File: src/rtl/mult_handshake_stage.sv
// Operand/result register stage around an external combinational multiplier.
// Holds operands for SETTLE_CYCLES clocks, then registers the product and flags under valid/ready.
module mult_handshake_stage #(
   parameter int MULTICAND_WID  = 32,
   parameter int MULTIPLIER_WID = 32,
   parameter int SETTLE_CYCLES  = 2,
   parameter int OP_CNT_WID     = 16
) (
   input  logic                                    clk,
   input  logic                                    rst,
   input  logic                                    in_valid,
   output logic                                    in_ready,
   input  logic [MULTICAND_WID-1:0]                in_a,
   input  logic [MULTIPLIER_WID-1:0]               in_b,
   output logic [MULTICAND_WID-1:0]                mul_a,
   output logic [MULTIPLIER_WID-1:0]               mul_b,
   input  logic [MULTICAND_WID+MULTIPLIER_WID-1:0] mul_product,
   output logic                                    out_valid,
   input  logic                                    out_ready,
   output logic [MULTICAND_WID+MULTIPLIER_WID-1:0] out_product,
   output logic                                    out_zero,
   output logic                                    out_ovf,
   output logic                                    busy,
   output logic [OP_CNT_WID-1:0]                   op_count
);

   localparam int PROD_WID = MULTICAND_WID + MULTIPLIER_WID;
   localparam logic [3:0] CNT_LOAD = 4'(SETTLE_CYCLES - 1);
   localparam logic [OP_CNT_WID-1:0] OP_ONE = 1;

   typedef enum logic [1:0] {
      IDLE   = 2'd0,
      SETTLE = 2'd1,
      DONE   = 2'd2
   } state_e;

   state_e                     state_q, state_d;
   logic [3:0]                 cnt_q, cnt_d;
   logic [MULTICAND_WID-1:0]   mul_a_q, mul_a_d;
   logic [MULTIPLIER_WID-1:0]  mul_b_q, mul_b_d;
   logic [PROD_WID-1:0]        prod_q, prod_d;
   logic                       zero_q, zero_d;
   logic                       ovf_q, ovf_d;
   logic                       valid_q, valid_d;
   logic [OP_CNT_WID-1:0]      op_cnt_q, op_cnt_d;
   logic                       accept;
   logic                       handoff;

   // Handshake: a transfer happens on a rising edge where valid and ready are both high;
   // out_* are held stable while out_valid is high and out_ready is low.
   assign in_ready = !rst && ((state_q == IDLE) || ((state_q == DONE) && out_ready));
   assign accept   = in_valid && in_ready;
   assign handoff  = valid_q && out_ready;

   always_comb begin
      state_d  = state_q;
      cnt_d    = cnt_q;
      mul_a_d  = mul_a_q;
      mul_b_d  = mul_b_q;
      prod_d   = prod_q;
      zero_d   = zero_q;
      ovf_d    = ovf_q;
      valid_d  = valid_q;
      op_cnt_d = op_cnt_q;

      // accept is only possible in IDLE or in DONE together with a handoff
      if (accept) begin
         mul_a_d = in_a;
         mul_b_d = in_b;
         cnt_d   = CNT_LOAD;
      end

      case (state_q)
         IDLE: begin
            if (accept) state_d = SETTLE;
         end
         SETTLE: begin
            if (cnt_q != 4'd0) begin
               cnt_d = cnt_q - 4'd1;
            end else begin
               prod_d  = mul_product;
               zero_d  = (mul_product == '0);
               ovf_d   = |mul_product[PROD_WID-1:MULTICAND_WID];
               valid_d = 1'b1;
               state_d = DONE;
            end
         end
         DONE: begin
            if (handoff) begin
               op_cnt_d = op_cnt_q + OP_ONE;
               valid_d  = 1'b0;
               state_d  = accept ? SETTLE : IDLE;
            end
         end
         default: state_d = IDLE;
      endcase
   end

   always_ff @(posedge clk or posedge rst) begin
      if (rst) begin
         state_q  <= IDLE;
         cnt_q    <= 4'd0;
         mul_a_q  <= '0;
         mul_b_q  <= '0;
         prod_q   <= '0;
         zero_q   <= 1'b0;
         ovf_q    <= 1'b0;
         valid_q  <= 1'b0;
         op_cnt_q <= '0;
      end else begin
         state_q  <= state_d;
         cnt_q    <= cnt_d;
         mul_a_q  <= mul_a_d;
         mul_b_q  <= mul_b_d;
         prod_q   <= prod_d;
         zero_q   <= zero_d;
         ovf_q    <= ovf_d;
         valid_q  <= valid_d;
         op_cnt_q <= op_cnt_d;
      end
   end

   assign mul_a       = mul_a_q;
   assign mul_b       = mul_b_q;
   assign out_valid   = valid_q;
   assign out_product = prod_q;
   assign out_zero    = zero_q;
   assign out_ovf     = ovf_q;
   assign busy        = (state_q != IDLE);
   assign op_count    = op_cnt_q;

endmodule

File: config.mk
export PLATFORM = sky130hd
export DESIGN_NAME = mult_handshake_stage
export DESIGN_NICKNAME = d
export VERILOG_FILES = /design/src/rtl/mult_handshake_stage.sv
export SDC_FILE = /design/constraint.sdc
export NUM_CORES = 1
export LEC_CHECK = 0
export ABC_CLOCK_PERIOD_IN_PS = 7130
export CORE_MARGIN = 1
export CORE_UTILIZATION = 30
export DETAILED_ROUTE_END_ITERATION = 8
export DONT_BUFFER_PORTS = 1
export SLEW_MARGIN = 20
export SYNTH_ARGS = -nofsm -noshare
export SYNTH_HDL_FRONTEND = slang
export SYNTH_SLANG_ARGS = --single-unit
File: constraint.sdc
create_clock -name clk -period 7.13 [get_ports clk]
set_clock_uncertainty 0.1 [all_clocks]
set_input_delay 0.3565 -clock clk [delete_from_list [all_inputs] [get_ports clk]]
set_output_delay 0.3565 -clock clk [all_outputs]
set_load 0.02 [all_outputs]
## Word level (Yosys, flattened, before mapping)

Index checks and enable logic that the tools add are counted.

| operators by class | value |
|---|---|
| add/sub/neg operators | 2 |
| equal/unequal tests | 5 |
| mux-type cells | 11 |
| bitwise operators | 1 |
| reductions and logical operators | 16 |

Operators by type and width:

| kind | number |
|---|---|
| 64-bit zero test | 1 |
| 32-bit OR reduction | 1 |
| 16-bit by 1-bit adder with 16-bit output, second input constant | 1 |
| 4-bit 2-to-1 mux | 3 |
| 2-bit 2-to-1 mux | 3 |
| 2-bit inequality test, second input constant | 3 |
| 2-bit case mux with 3 select lines | 1 |
| 3-bit AND reduction | 2 |
| 1-bit logical AND | 4 |
| 2-bit AND reduction | 2 |
| 2-bit nonzero test | 2 |
| 4-bit nonzero test | 1 |
| 4-bit by 1-bit subtractor with 4-bit output, second input constant | 1 |
| 1-bit 2-to-1 mux | 3 |
| 2-bit by 1-bit == test with 1-bit output, second input constant | 1 |
| 2-bit == test, second input constant | 1 |
| 2-bit zero test | 1 |
| 1-bit case mux with 2 select lines | 1 |
| 1-bit zero test | 1 |
| 1-bit logical OR | 1 |
| 1-bit NOT | 1 |

| word-level totals | value |
|---|---|
| register bits after elaboration | 153 |
| input bits | 132 |
| output and inout port bits | 149 |
| logic and storage cells | 44 |

## Depth between registers and ports, before layout

Gate-level depths: netlist of run 1.

| logic depth | value |
|---|---|
| depth after elaboration | 8 |
| depth in mapped cells | 7 |

## Worst setup path after synthesis of run 1

No wires, ideal clock.

| timing path | value |
|---|---|
| kind | flip-flop to flip-flop |
| start | register cnt_q[0] |
| end | register prod_q[12], in the netlist out_product[12] |
| library setup time | 125 ps |
| arrival | 1531 ps |
| data required time | 6905 ps |
| slack | 5375 ps |
| stages on the path, launching flop included | 7 |
| clock period less this slack | 1755 ps |
| path through | dfrtp_1 > inv_1 > ha_1 > nor3b_1 > nand2_1 > clkbuf_1 > mux2_2 |

| on the way | value |
|---|---|
| longest elaborated chain between the ends | 3 |

RTL lines:

| item | RTL line | text |
|---|---|---|
| start: declaration | 38 | `logic [3:0] cnt_q, cnt_d;` |
| start signal: assignment | 112 | `cnt_q <= cnt_d;` |
| 4-bit nonzero test | 78 | `if (cnt_q != 4'd0) begin` |
| 1-bit NOT (no line) | -- |  |
| 2-bit AND reduction (no line) | -- |  |
| end signal: assignment | 115 | `prod_q <= prod_d;` |
| end: declaration | 41 | `logic [PROD_WID-1:0] prod_q, prod_d;` |

No other way between the ends.
A chain may end at the register's enable or synchronous reset.

## Worst setup path after layout of run 1

| timing path | value |
|---|---|
| start | register cnt_q[0] |
| end | register prod_q[18], in the netlist out_product[18] |

Same word-level chain as after synthesis.

==> results.md, run 1 <==
- The run finished with clean final reports.
- The global-route congestion overflow total is 0.
- In this run the critical register-to-register path is captured at out_product[18]$_DFFE_PP0P_.
- The sequential cell area fraction in the yosys report is 0.635.
- The total area inside the core boundary comes to 0.0196 mm2.
- The critical path ends at out_product[18]$_DFFE_PP0P_.
- The synthesis-to-finish area growth is 35.3%.
- At the end of the flow, the number of nets in the layout was 671.
- Measured along the y axis, the die boundary spans 144 um.
- The tightest min-delay check is of the primary input to flop type.
- Before CTS, the worst setup slack after placement is 4.91 ns.
- After detailed routing, the total wire length is 14.7 mm.
- Setup repair after global routing left no endpoint under its margin.
- The worst-margin pin slew is 0.876 ns.
- The class of the most critical setup path is flop to flop.
- The largest voltage drop on the vdd net is 0.241 mV.
- Entering global routing, the biggest net connects 85 pins.
- The number of distinct standard cells referenced by the synthesized netlist is 30.
- The maximum frequency from static timing analysis is 440 MHz.
- The initial standard-cell utilization of the core is 0.308.
- The signal on the critical path passes through inv_1, ha_1, nor3b_1, nand2_2, buf_4, mux2_2.
- The initial antenna violation count is 0.
- 281 I/O pins were placed.
- The register-to-register setup slack is 4.86 ns.
- Using the TritonRoute via totals, the vias-per-cell ratio works out to 4.75.
- The depth of the CTS H-tree is 4.
- Fill cells in the final layout number 1,788.
- Yosys printed 0 warnings.
- The floorplan step set the die width to 144 um.
- At the worst endpoint, the required time is 7.33 ns.
- The number of synthesized register bits is 153.
- The data arrival time of the worst path is 2.47 ns.
- The buffer levels on the longest clock path is 2.
- Across every metal layer, demand over resource in global routing totals 0.140.
- The launching point of the worst reg2reg path is cnt_q[0]$_DFF_PP0_.
- For this design, the sink count on the clock tree is 153.
- In this run the static leakage power is 3.42 nW.
- In this run the tightest slew margin relative to its limit is 0.416.
- The synthesized instance count is 402.
- The period utilization is 0.319.
- The first-pass GRT wire length is 22.0 mm.
- The number of antenna repair diodes is 0.
- The post-synthesis net count is 536.
- Of the cells placed in the final design, the portion with a size suffix greater than 1 is 0.305.
- The critical path starts at cnt_q[0]$_DFF_PP0_.
- The total power consumption of the routed design is 3.65 mW.
- The summed negative setup slack over all endpoints is 0 ns.
- After clock tree synthesis, the setup repair step added 0 buffers.
- The clock-pin slew reported for the worst setup and hold paths after clock tree synthesis is 0.07 ns.
- The clock insertion delay at the later pin of the skew report is 0.41 ns.
- In this run the core area contains 51 standard-cell rows.
- The tool flagged a number of max-cap violations equal to 0.
- The max-slew violation total from the final report was 0.
- The HPWL after detailed placement is 9.56 mm.
- In the routed design, unresolved DRC markers number 0.
- The root buffer cell is clkbuf_16.
- For this design the ratio of total power to cell area is 448 mW/mm2.
- After detailed routing, the average wire length per cell comes to 18.0 um.
- The top cell types in the final layout, fill and taps aside, are dfrtp_1 (153), mux2_2 (129), dlygate4sd3_1 (129), nor4_1 (17), clkbuf_16 (17).
- The worst path setup slack after routing is 4.86 ns.
- The area of the die is 0.0207 mm2.
- The largest stage delay on the critical path is 0.66 ns.
- The total number of vias is 3,871.
- The slowest stage cell on the critical path is buf_4.
- During placement, the flow inserted port buffers numbering 0.
- TritonCTS built the clock tree.
- The total clock buffers created by CTS is 17.
- The final number of hold-violating endpoints is 0.
- At the end of routability-driven placement, the weighted congestion stood at 0.699.
- The number of global-route vias before repair is 4,143.
- The worst setup path is launched from a flop.
- The mapped netlist covers 0.00603 mm2.
- The first TritonRoute pass finished after 4 iterations.
- The number of cells on the worst reg-to-reg path is 6.
- In this run the remaining antenna-violating nets after routing total 0.
- The number of stages on the worst setup path is 6.
- The kind of capture point of the worst setup path is a flop.
- The minimum period implied by the final worst setup slack is 2.27 ns.
- A synthesized cell averages 15.0 um2.
- In this run, the number of DRC markers left after iteration 0 of detailed routing was 181.
- Counting both buffers and inverters, the worst setup path holds a total of 2.
- The most frequent standard cell in the layout excluding fill and tap cells is dfrtp_1.
- In this run the worst path has a maximum fanout of 70.
- Setup violations remaining at the end of the flow were counted as 0.
- The family of cells with the greatest summed delay on the critical path is buffers and inverters.
==> worst min path at each step <==
stage	start	end	slack, ns	depth (start not counted)
6_report	mul_product[0]	out_zero$_DFFE_PP0P_	0.16	4
5_1_grt	mul_product[0]	out_zero$_DFFE_PP0P_	0.17	4
4_1_cts	mul_product[0]	out_zero$_DFFE_PP0P_	0.15	4
3_5_place_dp	rst	out_product[44]$_DFFE_PP0P_	0.30	1
3_3_place_gp	rst	cnt_q[2]$_DFF_PP0_	0.29	1
2_1_floorplan	cnt_q[0]$_DFF_PP0_	cnt_q[0]$_DFF_PP0_	0.37	1
==> metal layers <==
metal,up-vias,GRT usage,part of all wire
met4,0,0.0554,0.024
met2,166,0.241,0.53
li1,1706,-,-
met1,1973,0.157,0.39
met3,26,0.0520,0.066
met5,-,0,0
==> flip-flops by register name (all words and copies together), names as in the netlist <==
| register | flops |
|---|---|
| out_ovf | 1 |
| mul_a | 32 |
| state_q | 2 |
| out_product | 64 |
| out_zero | 1 |
| cnt_q | 4 |
| out_valid | 1 |
| mul_b | 32 |
| op_count | 16 |
==> power by group <==
part | total (mW) | leakage, nW | internal (mW) | switching [mW]
clock | 0.869 | 0.282 | 0.489 | 0.380
combinational | 0.692 | 1.31 | 0.433 | 0.258
sequential | 2.09 | 1.83 | 1.27 | 0.821
==> logic make-up (layout without fill, tap and decap cells) <==
logic type | Yosys count | in the layout | share of synthesized area
AOI/OAI and AO/OA | 10 | 10 | 0.0135
xor gates and xnor gates | 15 | 15 | 0.0218
adders and majority gates | 2 | 2 | 0.00415
buffers and inverters | 22 | 170 | 0.0193
DFF | 153 | 153 | 0.635
muxes | 129 | 129 | 0.241
and+or+nand+nor | 71 | 71 | 0.0650
==> through the flow <==
stage | hold WS (ns) | cell area [um2] | utilization | cells
global placement | 0.290 | 6290 | 0.321 | 654
global route | 0.174 | 8150 | 0.416 | 815
floorplan | 0.369 | 6030 | - | 402
CTS | 0.150 | 8150 | 0.416 | 815
detailed placement | 0.304 | 6290 | 0.321 | 654
finish | 0.159 | 8150 | 0.416 | 815
==> tightest hold or removal path, cell delays in order <==
cell and delay [ns]:
nor4_1 0.03, nand4_1 0.09, or4_1 0.10, o21ai_0 0.06
==> cells in the mapped netlist (all sizes together) <==
master,instances,area (um2)
dfrtp,153,3830
mux2,129,1450
nor4,17,106
buf,15,90.1
nand4,12,75.1
nand2,11,41.3
xnor2,9,78.8
nor2,8,30.0
inv,6,22.5
xor2,6,52.6
nor3,5,25.0
o21ai,5,25.0
and3,4,25.0
nand3,4,20.0
nor2b,4,25.0
ha,2,25.0
a2111oi,1,27.5
a211oi,1,7.51
a21o,1,7.51
a21oi,1,5.00
a22o,1,8.76
and2,1,6.26
and4b,1,10.0
clkbuf,1,3.75
nand2b,1,6.26
nor3b,1,7.51
or2,1,6.26
or4,1,7.51
==> final cells by class <==
type | count | area, um2 | area share
multi-input cells | 227 | 2080 | 0.256
flip-flops and latches | 153 | 3830 | 0.470
clock buffers | 17 | 425 | 0.0522
well taps | 265 | 332 | 0.0407
inverters | 6 | 27.5 | 0.00338
clock inverters | 15 | 141 | 0.0173
repair buffers | 132 | 1310 | 0.161
==> timing repair <==
item,in CTS,in global routing
endpoints found under the hold margin,211,0
hold buffers,129,0
resized for setup,0,0
No activity file was read; power rests on OpenSTA's default activity.
==> inputs of run 2 (changes only) <==
--- a/config.mk
+++ b/config.mk
@@ -5,7 +5,7 @@
 export SDC_FILE = /design/constraint.sdc
 export NUM_CORES = 1
 export LEC_CHECK = 0
-export ABC_CLOCK_PERIOD_IN_PS = 7130
+export ABC_CLOCK_PERIOD_IN_PS = 2100
 export CORE_MARGIN = 1
 export CORE_UTILIZATION = 30
 export DETAILED_ROUTE_END_ITERATION = 8
==> constraint.sdc (replaced) <==
create_clock -name clk -period 2.1 [get_ports clk]
set_clock_uncertainty 0.1 [all_clocks]
set_input_delay 0.105 -clock clk [delete_from_list [all_inputs] [get_ports clk]]
set_output_delay 0.105 -clock clk [all_outputs]
set_load 0.02 [all_outputs]
==> run 2 against run 1 <==
  * Combinational power rose to 3.6 times the previous value
  * Highest routed layer unchanged
  * Count of clock-buffer cells in the layout is 1 higher
  * Sequential share of layout area decreased by 0.79 points
  * Global-route usage rose by 0.16 points
  * Critical path depth did not move
  * Fmax grew 16%
  * Non-clock buffer count grew 7
  * Worst hold slack worse by 0.13 ns
  * Core utilization rose by 0.72 points
  * Final area is 1.7% higher
  * Die area stayed put
==> results.md, run 2 (synthesized netlist as in run 1, its figures left out) <==
- The final number of hold-violating endpoints was 0 (unchanged).
- The number of violations of the max-capacitance limit is 0 (unchanged).
- The initial antenna violation count is 0 (unchanged).
- The data arrival time of the worst path is 2.14 ns (-0.33 ns).
- TritonCTS built the clock tree.
- The worst setup path is launched from a flop.
- STA classifies the critical path endpoint as a flop.
- The die outline width is 144 um (unchanged).
- The signal on the critical path passes through inv_1, ha_1, nor3b_2, nand2_2, buf_12, mux2_2.
- The required arrival time at the worst endpoint is 2.29 ns (-5.04 ns).
- The total clock buffers created by CTS was 17 (unchanged).
- The largest voltage drop on the vdd net is 0.629 mV (+160%).
- The maximum frequency from static timing analysis is 513 MHz (+16%).
- The depth of the CTS H-tree is 4 (unchanged).
- The timing endpoint of the critical path is out_product[19]$_DFFE_PP0P_.
- The number of flip-flops under the largest register name was 64 (unchanged).
- The area occupied by multi-input gates is 0.00209 mm2 (+0.24%).
- The max-slew violation total from the final report is 0 (unchanged).
- The run finished with clean final reports.
- The proportion of power drawn by flip-flops and latches is 0.557 (-0.016).
- The count of final setup violators is 0 (unchanged).
- The die height is 144 um (unchanged).
- The reg-to-reg endpoint is out_product[19]$_DFFE_PP0P_.
- The normalized max-slew margin is 0.660 (+0.244).
- The first-pass iteration count of the detailed router is 4 (unchanged).
- The kind of cell with the highest combined delay along the critical path is flip-flops.
- The clock-pin slew reported for the worst setup and hold paths after clock tree synthesis is 0.07 ns (about the same).
- The worst setup path is of the flop to flop kind.
- The period utilization came to 0.929 (+0.610).
- The global-route congestion overflow total is 0 (unchanged).
- The row count is 51 (unchanged).
- The total power consumption of the routed design is 12.7 mW (+250%).
- The root buffer cell is clkbuf_16.
- The count of nets left with antenna violations after detail routing is 0 (unchanged).
- The post-CTS setup buffer count came to 0 (unchanged).
- The part of the power in combinational logic came to 0.199 (+0.010).
- The post-detailed-route DRC marker count was 0 (unchanged).
- The worst-margin pin slew is 0.505 ns (-0.371 ns).
- The launching point of the worst reg2reg path is cnt_q[0]$_DFF_PP0_.
- The largest stage delay on the critical path is 0.40 ns (-0.26 ns).
- The clock insertion delay at the later pin of the skew report came to 0.41 ns (about the same).
- The HPWL reported at the end of detailed placement is 9.60 mm (+0.44%).
- The final standard cell area without fillers is 0.00829 mm2 (+1.7%).
- The biggest fanout along the worst timing path is 70 (unchanged).
- The tightest hold margin is 0.0271 ns (-0.132 ns).
- The cell internal power dissipation was 7.68 mW (+250%).
- The largest net degree at the start of global routing is 80 (-5.9%).
- The count of routing violations after the opening detailed-route iteration is 124 (-31%).
- The first-pass GRT wire length is 22.1 mm (+0.54%).
- The summed negative setup slack over all endpoints is 0 ns (unchanged).
- The buffer levels on the longest clock path is 2 (unchanged).
- The global router's overall resource usage is 0.142 (+0.00163).
- The power density normalized to cell area is 1530 mW/mm2 (+240%).
- In this run the worst hold path is classified as primary input to flop.
- The number of global-route vias before repair came to 4,189 (+1.1%).
- The depth of the most critical reg-to-reg path was 6 (unchanged).
- The hold path depth is 4 (unchanged).
- The global placement routability congestion is 0.745 (+6.6%).
- The area of the die is 0.0207 mm2 (unchanged).
- The count of buffer and inverter cells on the critical path is 2 (unchanged).
- The routed length per placed instance was 18.0 um (-0.22%).
- The leakage power of the design came to 3.48 nW (+1.7%).
- The core box area is 0.0196 mm2 (unchanged).
- The initial standard-cell utilization of the core is 0.308 (unchanged).
- The switching power total is 4.97 mW (+240%).
- The aggregate routed wire length is 14.8 mm (+0.63%).
- The minimum period implied by the final worst setup slack was 1.95 ns (-0.320 ns).
- The total placed instance area is 0.00639 mm2 (+1.5%).
- The beginning of the critical path is cnt_q[0]$_DFF_PP0_.
- The total number of vias is 3,872 (+0.026%).
- The clock sink count is 153 (unchanged).
- The library cell used most frequently in the layout, excluding fill and tap cells, is dfrtp_1.
- The detailed-route vias per instance was 4.71 (-0.83%).
- The fraction of layout cells with a size suffix above 1 came to 0.314 (+0.00873).
- Leaving out fill and tap cells, the most frequent cells in the layout are dfrtp_1 (153), dlygate4sd3_1 (130), mux2_2 (129), nor4_1 (17), clkbuf_16 (17).
- The final core utilization was 0.423 (+0.00715).
- The number of stages on the worst setup path is 6 (unchanged).
- The number of buffer cells added on primary ports was 0 (unchanged).
- The switching part of the total was 0.393 (-0.00655).
- The area of all sequential standard cells is 0.00383 mm2 (unchanged).
- On the critical path, the stage with the largest delay is an instance of dfrtp_1.
- The part of the total power dissipated in the clock network is 0.244 (+0.006).
- The number of ports placed on the die boundary is 281 (unchanged).
- Setup repair after global routing left no endpoint under its margin.
- The synthesis-to-finish area growth is 37.6%.
- The number of antenna repair diodes is 0 (unchanged).
- The count of fill cells added during filler insertion came to 1,771 (-0.95%).
- The count of nets after finishing is 678 (+1.0%).
- The register-to-register setup slack came to 0.15 ns (-4.71 ns).
run 2: timing repair:
item                                   CTS  global route
setup endpoints to repair                0            64
hold buffers                           130             0
endpoints found under the hold margin  284             0
resized for setup                        0             1
run 2: worst min-delay path by stage:
stage	start	to	slack, ns
2_1_floorplan	mul_product[0]	out_product[0]$_DFFE_PP0P_	0.16
3_3_place_gp	rst	op_count[2]$_DFFE_PP0P_	0.03
3_5_place_dp	rst	out_valid$_DFFE_PP0P_	0.06
4_1_cts	mul_product[16]	out_zero$_DFFE_PP0P_	0.02
5_1_grt	mul_product[16]	out_zero$_DFFE_PP0P_	0.06
6_report	mul_product[16]	out_zero$_DFFE_PP0P_	0.03
run 2: metal layers:
| metal | share of wire | wire, um | GRT usage |
|---|---|---|---|
| met5 | 0 | 0 | 0 |
| met4 | 0.019 | 278 | 0.0582 |
| met3 | 0.061 | 908 | 0.0440 |
| met2 | 0.54 | 7950 | 0.249 |
| met1 | 0.38 | 5640 | 0.159 |
run 2: power groups by stage:
stage	Combinational (mW)	Clock, mW	Sequential [mW]
floorplan	1.89	0	6.71
global placement	2.16	0	7.03
detailed placement	2.33	0	7.05
CTS	2.53	3.17	7.03
global route	2.75	3.33	7.19
finish	2.52	3.08	7.05
run 2: tightest hold or removal path, cell delays in order:
cell and delay [ns]:
nor4_1 0.05, nand4_1 0.15, or4_1 0.12, o21ai_0 0.06
run 2: per-stage QoR:
| stage | instances | setup slack (ns) |
|---|---|---|
| after floorplan | 402 | -0.0359 |
| after global placement | 660 | 0.269 |
| after global routing | 822 | 0.0785 |
| final | 822 | 0.149 |
| after CTS | 822 | 0.0893 |
| after detailed placement | 660 | 0.0945 |
run 2: layout make-up:
class,instances,share of cell area
timing repair buffer,139,0.171
tap,265,0.0400
sequential,153,0.462
clock inverter,14,0.0192
multi-input combinational,227,0.252
inverter,6,0.00317
clock buffer,18,0.0530
==> inputs of run 3 (changes only) <==
--- a/config.mk
+++ b/config.mk
@@ -6,6 +6,7 @@
 export NUM_CORES = 1
 export LEC_CHECK = 0
 export ABC_CLOCK_PERIOD_IN_PS = 2100
+export CORE_ASPECT_RATIO = 1.75
 export CORE_MARGIN = 1
 export CORE_UTILIZATION = 30
 export DETAILED_ROUTE_END_ITERATION = 8
==> constraint.sdc (replaced) <==
create_clock -name clk -period 2.1 [get_ports clk]
set_clock_uncertainty 0.1 [all_clocks]
set_input_delay 0.42 -clock clk [delete_from_list [all_inputs] [get_ports clk]]
set_output_delay 0.42 -clock clk [all_outputs]
set_load 0.02 [all_outputs]
==> run 3 against run 2 <==
  * Die area is 0.11% higher
  * Sequential power hardly changed
  * Worst hold slack better by 0.013 ns
  * Critical endpoint is now mul_a[16]$_DFFE_PP0P_
  * Largest cell class unchanged
==> results.md, run 3 (synthesized netlist as in run 1, its figures left out) <==
- The minimum period implied by the final worst setup slack came to 1.87 ns (-0.0795 ns).
- The aggregate routed wire length is 14.2 mm (-3.6%).
- The library cell used most frequently in the layout, excluding fill and tap cells, is dfrtp_1.
- The run finished with clean final reports.
- The area of the die is 0.0207 mm2 (+0.11%).
- The first-pass iteration count of the detailed router is 4 (unchanged).
- The biggest fanout along the worst timing path was 64 (-8.6%).
- The initial standard-cell utilization of the core is 0.305 (-0.00232).
- The number of flip-flops under the largest register name is 64 (unchanged).
- The core box area is 0.0197 mm2 (+0.76%).
- The depth of the CTS H-tree was 4 (unchanged).
- The count of nets left with antenna violations after detail routing is 0 (unchanged).
- The data arrival time of the worst path is 2.08 ns (-0.06 ns).
- The largest net degree at the start of global routing is 65 (-19%).
- The global placement routability congestion is 0.816 (+9.5%).
- Relative to the synthesized area, the layout overhead comes to 17.3%.
- The global router's overall resource usage came to 0.140 (-0.00192).
- The total number of vias came to 3,423 (-12%).
- The total power consumption of the routed design is 12.7 mW (+0.12%).
- The initial antenna violation count is 1 (+1).
- The leakage power of the design is 3.00 nW (-14%).
- The worst-margin pin slew was 0.511 ns (+0.00564 ns).
- The clock-pin slew reported for the worst setup and hold paths after clock tree synthesis is 0.06 ns (about the same).
- The die height is 190 um (+32%).
- The post-CTS setup buffer count is 0 (unchanged).
- The row count was 68 (+33%).
- The post-detailed-route DRC marker count is 0 (unchanged).
- STA classifies the critical path startpoint as a flop.
- The die outline width is 109 um (-24%).
- The critical path goes through a2111oi_4, buf_12, mux2_2.
- Setup repair after global routing left no endpoint under its margin.
- The power density normalized to cell area came to 1790 mW/mm2 (+17%).
- The max-slew violation total from the final report came to 0 (unchanged).
- The first-pass GRT wire length is 21.0 mm (-5.0%).
- The library cells used most frequently in the layout, excluding fill and tap cells, are dfrtp_1 (153), mux2_2 (129), nor4_1 (17), clkbuf_16 (17), nand4_1 (12).
- The final number of hold-violating endpoints is 0 (unchanged).
- The normalized max-slew margin came to 0.659 (-0.00137).
- The count of fill cells added during filler insertion is 1,897 (+7.1%).
- The count of final setup violators is 0 (unchanged).
- The slowest stage cell on the critical path is dfrtp_1.
- The clock insertion delay at the later pin of the skew report is 0.42 ns (about the same).
- The worst setup path is captured at a flop.
- The largest stage delay on the critical path is 0.46 ns (+0.06 ns).
- The path class of the lowest-slack min-delay path is primary input to flop.
- The required arrival time at the worst endpoint is 2.31 ns (+0.02 ns).
- The count of routing violations after the opening detailed-route iteration is 136 (+9.7%).
- The CTS tree is yes.
- The family of cells with the greatest summed delay on the critical path is flip-flops.
- The setup path with the least slack is of type flop to flop.
- The period utilization is 0.891 (-0.0378).
- The number of violations of the max-capacitance limit came to 0 (unchanged).
- The fraction of layout cells with a size suffix above 1 is 0.413 (+0.0988).
- The global-route congestion overflow total is 0 (unchanged).
- The routed length per placed instance is 21.0 um (+17%).
- The maximum frequency from static timing analysis is 534 MHz (+4.2%).
- The number of ports placed on the die boundary came to 281 (unchanged).
- The count of buffer and inverter cells on the critical path is 1 (-1).
- The detailed-route vias per instance came to 5.06 (+7.3%).
- The number of global-route vias before repair was 3,764 (-10%).
- The clock sink count is 153 (unchanged).
- The HPWL reported at the end of detailed placement is 10.7 mm (+11%).
- The count of nets after finishing was 553 (-18%).
- The setup slack at placement is 0.135 ns (+0.0408 ns).
- The largest voltage drop on the vdd net was 0.802 mV (+27%).
- The worst path setup slack after routing is 0.228 ns (+0.0795 ns).
- The total clock buffers created by CTS is 17 (unchanged).
- The number of buffer cells added on primary ports is 0 (unchanged).
- The root buffer cell is clkbuf_16.
- The buffer levels on the longest clock path was 2 (unchanged).
run 3: final timing paths:
check | slack [ns] | endpoint | depth (start not counted) | from
worst min-delay path | 0.04 | mul_b[28]$_DFFE_PP0P_ | 1 | in_b[28]
worst max register to register | 0.23 | mul_a[16]$_DFFE_PP0P_ | 3 | state_q[1]$_DFFE_PP0P_
max in group asynchronous | 0.83 | mul_a[14]$_DFFE_PP0P_ | 3 | rst
worst min register to register | 0.44 | cnt_q[0]$_DFF_PP0_ | 1 | cnt_q[0]$_DFF_PP0_
min in group asynchronous | 0.42 | op_count[10]$_DFFE_PP0P_ | 2 | rst
worst max-delay path | 0.23 | mul_a[16]$_DFFE_PP0P_ | 3 | state_q[1]$_DFFE_PP0P_
run 3: per-layer routing:
metal  track usage  wire, um  vias to the layer above
li1              -         -                     1477
met1         0.145      5020                     1780
met2         0.238      7780                      134
met3        0.0475       928                       32
met4        0.0863       515                        0
met5             0         0                        -
run 3: cell type report:
cell class	count	area, um2	area share
flip-flops and latches	153	3830	0.542
multi-input cells	227	2090	0.296
clock buffers	21	480	0.0680
well taps	245	307	0.0434
repair buffers	14	170	0.0241
clock inverters	10	165	0.0234
inverters	6	26.3	0.00372
diodes	1	2.50	0.000354
run 3: stage by stage:
step	instance area, um2	hold slack, ns	utilization	cells	setup TNS, ns
6_report	7070	0.0399	0.358	677	0
5_1_grt	7070	0.0148	0.358	677	0
4_1_cts	7060	0.0130	0.358	676	0
3_5_place_dp	6410	0.251	0.325	644	0
3_3_place_gp	6410	0.246	0.325	644	0
2_1_floorplan	6030	0.369	-	402	-53.69
run 3: where the power goes:
part           internal, mW  total (mW)  switching, mW
Clock                  2.11        3.31           1.20
Combinational          1.39        2.28          0.890
Sequential             4.32        7.07           2.75
Total                  7.83        12.7           4.84
run 3: timing repair:
item                       in CTS  in global routing
setup endpoints to repair       0                 13
hold endpoints to repair       16                  0
hold buffers                    1                  0
gates resized for setup         0                  1
